===== config.mk =====
export PLATFORM = sky130hd
export DESIGN_NAME = clock_div_sched
export DESIGN_NICKNAME = d
export VERILOG_FILES = /design/src/rtl/clock_div_sched.sv
export SDC_FILE = /design/constraint.sdc
export NUM_CORES = 1
export LEC_CHECK = 0
export CORE_ASPECT_RATIO = 1.1
export CORE_MARGIN = 3
export CORE_UTILIZATION = 50
export DETAILED_ROUTE_END_ITERATION = 10
export PLACE_DENSITY = 0.82
export SLEW_MARGIN = 20
export SYNTH_ARGS = -nofsm -noshare
export SYNTH_HDL_FRONTEND = slang
export SYNTH_SLANG_ARGS = --single-unit

===== constraint.sdc =====
create_clock -name clk_in -period 3.6 [get_ports clk_in]
set_input_delay 0.54 -clock clk_in [delete_from_list [all_inputs] [get_ports clk_in]]
set_output_delay 0.54 -clock clk_in [all_outputs]
set_load 0.005 [all_outputs]

===== src/rtl/clock_div_sched.sv =====
// Runtime-programmable clock divider; ratio changes land only on a period boundary. Optional period counter: CLK_DIV_SCHED_PCNT_EN.
// Latency: clk_out/tick rise the cycle after a start accept; a change applies at the next boundary. Backpressure: req_ready low while a change is pending.
module clock_div_sched #(
    parameter int DIV_W  = 8,
    parameter int PCNT_W = 16
) (
    input  logic              clk_in,
    input  logic              rst,
    input  logic              req_valid,
    input  logic [DIV_W-1:0]  req_div,
    output logic              req_ready,
    output logic              req_err,
    output logic              clk_out,
    output logic              tick,
    output logic              busy,
    output logic [DIV_W-1:0]  active_div,
    output logic [PCNT_W-1:0] period_count
);

    typedef enum logic [1:0] {
        S_IDLE   = 2'd0,
        S_RUN    = 2'd1,
        S_SWITCH = 2'd2
    } state_t;

    state_t           r_state, w_state_nxt;
    logic [DIV_W-1:0] r_cnt, w_cnt_nxt;
    logic [DIV_W-1:0] r_pend, w_pend_nxt;
    logic [DIV_W-1:0] r_active_div, w_active_nxt;
    logic             r_clk_out, w_clk_nxt;
    logic             r_tick, w_tick_nxt;
    logic             r_req_err, w_err_nxt;
    logic             w_busy;
    logic             w_accept;
    logic             w_wrap;
    logic             w_req_bad;
    logic             w_req_stop;

    assign w_busy     = (r_state == S_RUN) || (r_state == S_SWITCH);
    assign req_ready  = (r_state != S_SWITCH);
    assign busy       = w_busy;
    assign w_accept   = req_valid && req_ready;
    assign w_req_bad  = (req_div == DIV_W'(1));
    assign w_req_stop = (req_div == '0);
    assign w_wrap     = w_busy && (r_cnt == r_active_div - DIV_W'(1));

    always_comb begin
        w_state_nxt  = r_state;
        w_cnt_nxt    = r_cnt;
        w_pend_nxt   = r_pend;
        w_active_nxt = r_active_div;
        w_clk_nxt    = r_clk_out;
        w_tick_nxt   = 1'b0;
        w_err_nxt    = 1'b0;

        // The old ratio keeps counting in SWITCH; only the boundary edge below may override it.
        if (w_busy) begin
            w_cnt_nxt  = w_wrap ? '0 : r_cnt + DIV_W'(1);
            w_clk_nxt  = (w_cnt_nxt < (r_active_div >> 1));
            w_tick_nxt = w_wrap;
        end

        case (r_state)
            S_IDLE: begin
                if (w_accept) begin
                    if (w_req_bad) begin
                        w_err_nxt = 1'b1;
                    end else if (!w_req_stop) begin
                        w_active_nxt = req_div;
                        w_cnt_nxt    = '0;
                        w_clk_nxt    = 1'b1;
                        w_tick_nxt   = 1'b1;
                        w_state_nxt  = S_RUN;
                    end
                end
            end
            S_RUN: begin
                if (w_accept) begin
                    if (w_req_bad) begin
                        w_err_nxt = 1'b1;
                    end else begin
                        w_pend_nxt  = req_div;
                        w_state_nxt = S_SWITCH;
                    end
                end
            end
            S_SWITCH: begin
                if (w_wrap) begin
                    w_cnt_nxt = '0;
                    if (r_pend == '0) begin
                        w_active_nxt = '0;
                        w_clk_nxt    = 1'b0;
                        w_tick_nxt   = 1'b0;
                        w_state_nxt  = S_IDLE;
                    end else begin
                        w_active_nxt = r_pend;
                        w_clk_nxt    = 1'b1;
                        w_tick_nxt   = 1'b1;
                        w_state_nxt  = S_RUN;
                    end
                end
            end
            default: begin
                w_state_nxt = S_IDLE;
            end
        endcase
    end

    always_ff @(posedge clk_in or posedge rst) begin
        if (rst) begin
            r_state      <= S_IDLE;
            r_cnt        <= '0;
            r_pend       <= '0;
            r_active_div <= '0;
            r_clk_out    <= 1'b0;
            r_tick       <= 1'b0;
            r_req_err    <= 1'b0;
        end else begin
            r_state      <= w_state_nxt;
            r_cnt        <= w_cnt_nxt;
            r_pend       <= w_pend_nxt;
            r_active_div <= w_active_nxt;
            r_clk_out    <= w_clk_nxt;
            r_tick       <= w_tick_nxt;
            r_req_err    <= w_err_nxt;
        end
    end

    assign clk_out    = r_clk_out;
    assign tick       = r_tick;
    assign req_err    = r_req_err;
    assign active_div = r_active_div;

`ifdef CLK_DIV_SCHED_PCNT_EN
    logic [PCNT_W-1:0] r_pcnt;

    // Survives a stop request; only reset clears it.
    always_ff @(posedge clk_in or posedge rst) begin
        if (rst) begin
            r_pcnt <= '0;
        end else if (w_wrap) begin
            r_pcnt <= r_pcnt + PCNT_W'(1);
        end
    end

    assign period_count = r_pcnt;
`else
    assign period_count = '0;
`endif

endmodule


==> results of run 1 <==
kinds of logic (layout without fill, tap and decap cells):
logic type      Yosys count  after routing  synth area share (%)
simple gates             66             66                  16.1
buf+inv                  39             49                  10.2
compound gates           29             29                  11.0
flops                    29             29                  34.3
mux                      25             25                  12.4
xor+xnor                 21             21                  8.70
fa+ha+maj                12             12                  7.10
other cells               1             16                 0.177
metrics by stage:
stage                     area, um^2  setup slack, ns  cells  hold slack [ns]
after global placement          2330            0.425    291            0.517
after global routing            2430         0.000917    299            0.563
final                           2430            0.289    299            0.536
after detailed placement        2330            0.304    291            0.523
after CTS                       2430            0.302    299            0.541
after floorplan                 2170            0.254    237            0.504
final timing paths:
path | start | endpoint | slack [ns]
min | r_pend[3] | r_pend[3] | 0.54
min reg2reg | r_pend[3] | r_pend[3] | 0.54
max | active_div[0] | clk_out | 0.29
max reg2reg | active_div[0] | clk_out | 0.29
min in group asynchronous | rst | r_cnt[2] | 0.65
max in group asynchronous | rst | active_div[2] | 2.56
registers in the layout (all words and copies together) (netlist names):
signal,count
active_div,8
r_cnt,8
r_pend,8
r_state,2
clk_out,1
req_err,1
tick,1
layout by cell type (no fill, tap or decap), types with 8 or more instances in the layout:
cell / count
nor2_1: 18
conb_1: 16
mux2i_1: 16
inv_1: 13
mux2_2: 8
xor2_1: 13
dfrtp_1: 29
nand2_1: 11
ha_1: 12
xnor2_1: 8
clkdlybuf4s50_1: 23
power by group:
group / internal [uW] / total, uW / switching, uW
logic: 10.6 / 24.8 / 14.2
registers: 326 / 326 / 0
clock network: 172 / 294 / 121
total: 509 / 644 / 136
layer usage:
metal / global-route usage (%) / part of all wire [%] / vias to the layer above
met4: 5.52 / 1.1 / 0
met1: 22.8 / 43 / 735
met5: 0 / 0 / -
met3: 4.83 / 4.5 / 8
met2: 32.8 / 51 / 40
li1: - / - / 784
final cells by class:
cell class                      count  area (um^2)
Sequential cell                    29          726
Multi-Input combinational cell    169         1230
Tap cell                           52         65.1
Inverter                           14         52.6
Timing Repair Buffer               27          260
Clock buffer                        7         96.3
Clock inverter                      1         5.00
Fill cell                         362         1590
==> impl_metrics.yaml, run 1 <==
status:
  status: "finished clean"
floorplan:
  dieArea_um2: 5040
  die_h_um: 74.2
  io_pins: 40
  die_w_um: 68.0
  core_um2: 4020
  std_cell_rows: 24
  start_util_pct: 52.5
cts:
  ctsHtreeMaxLevel: 2
  cts_sinks: 29
  numCtsBuffers: 5
  clk_latency_ns: 0.28
  ctsHoldBuffers: 0
  cts_tree: "built"
  clkTransAtPathRegs_ns: 0.06
  post_cts_resized: 0
  clock_path_buffers: 2
  clock-root-buffer: "clkbuf_8"
  cts_setup_buffers: 0
setup_path:
  ff2ff_path_depth: 14
  worst-path-buf-inv: 1
  end_kind: "register"
  crit_family: "compound AO/OA/AOI/OAI gates"
  crit_fanout: 7
  crit_path_frequent_cell: "ha_1"
  crit_path_max_incr_delay_ns: 0.46
  path_cells: "inv_1, ha_1, o21bai_1, a2111oi_2, a311oi_2, a2111oi_4, nor2_1, ha_1, a21o_1, a211oi_1, o221ai_1, nor3_1, o21ai_0, a22oi_1"
  crit_required_ns: 3.80
  crit_path_top_delay_cell: "a2111oi_4"
  cp.depth: 14
  arrival_ns: 3.51
  cp-start-kind: "register"
  path_class: "reg2reg"
synthesis:
  synth_area_leaders: "dfrtp_1 34%, mux2i_1 7.6%, ha_1 7.1%"
  synth_enable_flop_cells: 0
  synth_most_common_cell: "dfrtp_1"
  ys.flop_type: "dfrtp_1"
  synthCells: 222
  seq_area_frac_synth_pct: 34.3
  ys_types: 44
  yosys_warnings: 0
  ys_seq_elements: 29
  synth_top_cell_area_share_pct: 34.3
  yosysTopAreaCell: "dfrtp_1"
  synth-async-reset-ratio_pct: 100
  syn_area_per_cell_um2: 9.52
  ys_top_cells_by_count: "29 x dfrtp_1, 18 x nor2_1, 16 x buf_4, 16 x mux2i_1, 14 x inv_1"
  syn_area_um2: 2110
drt:
  viasPerCell: 5.24
  wl_per_cell_um: 14.1
  drc: 0
  drtPass1Iterations: 4
  vias: 1567
  ant_nets: 0
  drtIter0Drc: 71
  drt-total-wl_um: 4200
place:
  place_congestion: 0.867
  dp_hpwl_um: 3220
  io_buffers: 23
finish:
  fin_util_pct: 60.4
  final_layout_size_suffix_gt1_share_pct: 10.5
  n_antenna_cell: 0
  syn2layout_area_growth_pct: 15.1
  layout.nets: 269
timing:
  finalHoldViolCount: 0
  setup_viol: 0
  rsz0062_at_grt: "false"
  maxSlewViolCount: 0
  setup_tns_ns: 0
  fin_crit_sh_pct: 92.0
  fmax_mhz: 302
  tightest_slew_ns: 0.599
  finalClockSkew_ns: 0.00402
  relSlewSlack_pct: 60.0
  period_needed_ns: 3.31
grt:
  grt_pass1_vias: 1599
  antenna_found_initial: 0
  track_usage_pct: 18.8
  grt_max_degree: 30
  grt_overflow_total: 0
  grt_pass1_wl_um: 7070
pwr:
  ir_worst_vdd_v: 0.000213
  p_per_area_nw_per_um2: 265
  leakage_uw: 0.00121
  power.total_uw: 644
flow_run:
  max_cap_violations: 0
worst_hold_path:
  hold_path_depth: 1
  min-delay-path-class: "reg2reg"
Power figures use the tool's default switching activity.
==> inputs of run 2 (changes only) <==
--- a/config.mk
+++ b/config.mk
@@ -9,7 +9,7 @@
 export CORE_MARGIN = 3
 export CORE_UTILIZATION = 50
 export DETAILED_ROUTE_END_ITERATION = 10
-export PLACE_DENSITY = 0.82
+export PLACE_DENSITY = 0.73
 export SLEW_MARGIN = 20
 export SYNTH_ARGS = -nofsm -noshare
 export SYNTH_HDL_FRONTEND = slang
==> impl_metrics.yaml, run 2 (synthesis results as in run 1) <==
drt:
  vias: 1608
  drt-total-wl_um: 4360
  wl_per_cell_um: 14.4
  route.top_layer_used: "met4"
  drc: 0
  wl_met1_um: 1920
  ant_nets: 0
  dr_wl_met3_um: 171
  viasPerCell: 5.32
  drtPass1Iterations: 4
  wl_met2_um: 2180
  drtIter0Drc: 109
pwr:
  p_per_area_nw_per_um2: 264
  seqPwrFrac_pct: 50.2
  clkPwrFrac_pct: 46.0
  ir_worst_vdd_v: 0.000267
  leakage_uw: 0.00122
  power.switching_uw: 141
  p_int_uw: 509
  power.total_uw: 650
  switching_share_pct: 21.7
  p_comb_share_pct: 3.8
timing:
  period_needed_ns: 3.31
  fin_crit_sh_pct: 91.8
  finalClockSkew_ns: 0.00473
  setup_tns_ns: 0
  setup_viol: 0
  worst_hold_slack_ns: 0.534
  tightest_slew_ns: 0.603
  finalHoldViolCount: 0
  maxSlewViolCount: 0
  fmax_mhz: 302
  relSlewSlack_pct: 59.7
place:
  dp_hpwl_um: 3310
  dp.cells: 291
  place_congestion: 0.832
  io_buffers: 23
finish:
  layout.nets: 272
  multi_input_area_um2: 1230
  final_layout_size_suffix_gt1_share_pct: 12.0
  final_cells: 302
  mostFrequentLayoutCells: "29 x dfrtp_1, 23 x clkdlybuf4s50_1, 18 x nor2_1"
  regArea_um2: 726
  layout_commonest_cell: "dfrtp_1"
  fill_cells: 363
  n_antenna_cell: 0
  syn2layout_area_growth_pct: 16.3
grt:
  grt_overflow_total: 0
  grt_pass1_wl_um: 7690
  grt_pass1_vias: 1574
  antenna_found_initial: 0
  grt_max_degree: 30
  track_usage_pct: 20.5
floorplan:
  die_w_um: 68.0
  std_cell_rows: 24
  core_um2: 4020
  start_util_pct: 52.5
  die_h_um: 74.2
  io_pins: 40
  dieArea_um2: 5040
setup_path:
  crit_fanout: 7
  arrival_ns: 3.47
  path_class: "reg2reg"
  cp-start-kind: "register"
  end_kind: "register"
  crit_required_ns: 3.76
status:
  status: "finished clean"
cts:
  cts_sinks: 29
  ctsHoldBuffers: 0
  clock_path_buffers: 2
  numCtsBuffers: 5
  clkTransAtPathRegs_ns: 0.06
  ctsHtreeMaxLevel: 2
  cts_tree: "built"
  clock-root-buffer: "clkbuf_8"
  clk_latency_ns: 0.28
flow_run:
  max_cap_violations: 0
worst_hold_path:
  min-delay-path-class: "reg2reg"
-- run 2: area by class of cell --
class,instances,area share [%]
Inverter,14,2.14
Clock buffer,7,3.92
Sequential cell,29,29.5
Clock inverter,1,0.204
Timing Repair Buffer,30,11.5
Multi-Input combinational cell,169,50.1
Tap cell,52,2.65
-- run 2: path summary, 6_finish.rpt --
kind                                from       endpoint  slack, ns  cells past startpoint
min                            r_pend[7]      r_pend[7]       0.53                      1
min reg2reg                    r_pend[7]      r_pend[7]       0.53                      1
min in group asynchronous            rst       r_cnt[1]       0.64                      2
max                        active_div[0]        clk_out       0.29                     17
max reg2reg                active_div[0]        clk_out       0.29                     17
max in group asynchronous            rst  active_div[6]       2.56                      2
-- run 2: worst max-delay path, stage by stage (launching register included) --
cell and delay (ns):
dfrtp_1 0.35, inv_1 0.07, ha_2 0.23, o21bai_1 0.18, a2111oi_2 0.34, a311oi_2 0.10, a2111oi_4 0.36, buf_4 0.19
buf_4 0.11, nor2b_1 0.04, ha_1 0.28, nand3_1 0.07, or2_2 0.29, o221ai_1 0.24, buf_4 0.16, nand2_1 0.04
o21ai_0 0.06, a22oi_1 0.08
-- run 2: power groups by stage --
stage	Combinational [uW]	Sequential [uW]	Clock, uW
2_1_floorplan	22.3	332	0
3_3_place_gp	24.9	332	0
3_5_place_dp	25.1	332	0
4_1_cts	25.1	326	308
5_1_grt	29.0	326	322
6_report	24.9	326	299
-- run 2: layer usage --
metal	up-vias	track usage, %
li1	789	-
met1	770	27.0
met2	39	32.9
met3	10	4.08
met4	0	8.17
met5	-	0
-- run 2: repair_timing --
action,4_1_cts,5_1_grt
gates resized for setup,0,1
buffers inserted,0,3
endpoints found under the setup margin,0,1
-- run 2: metrics by stage --
stage	util (%)	setup WS (ns)	area (um^2)
2_1_floorplan	-	0.254	2170
3_3_place_gp	57.9	0.426	2330
3_5_place_dp	57.9	0.239	2330
4_1_cts	60.4	0.223	2430
5_1_grt	61.1	-0.0401	2460
6_report	61.1	0.294	2460
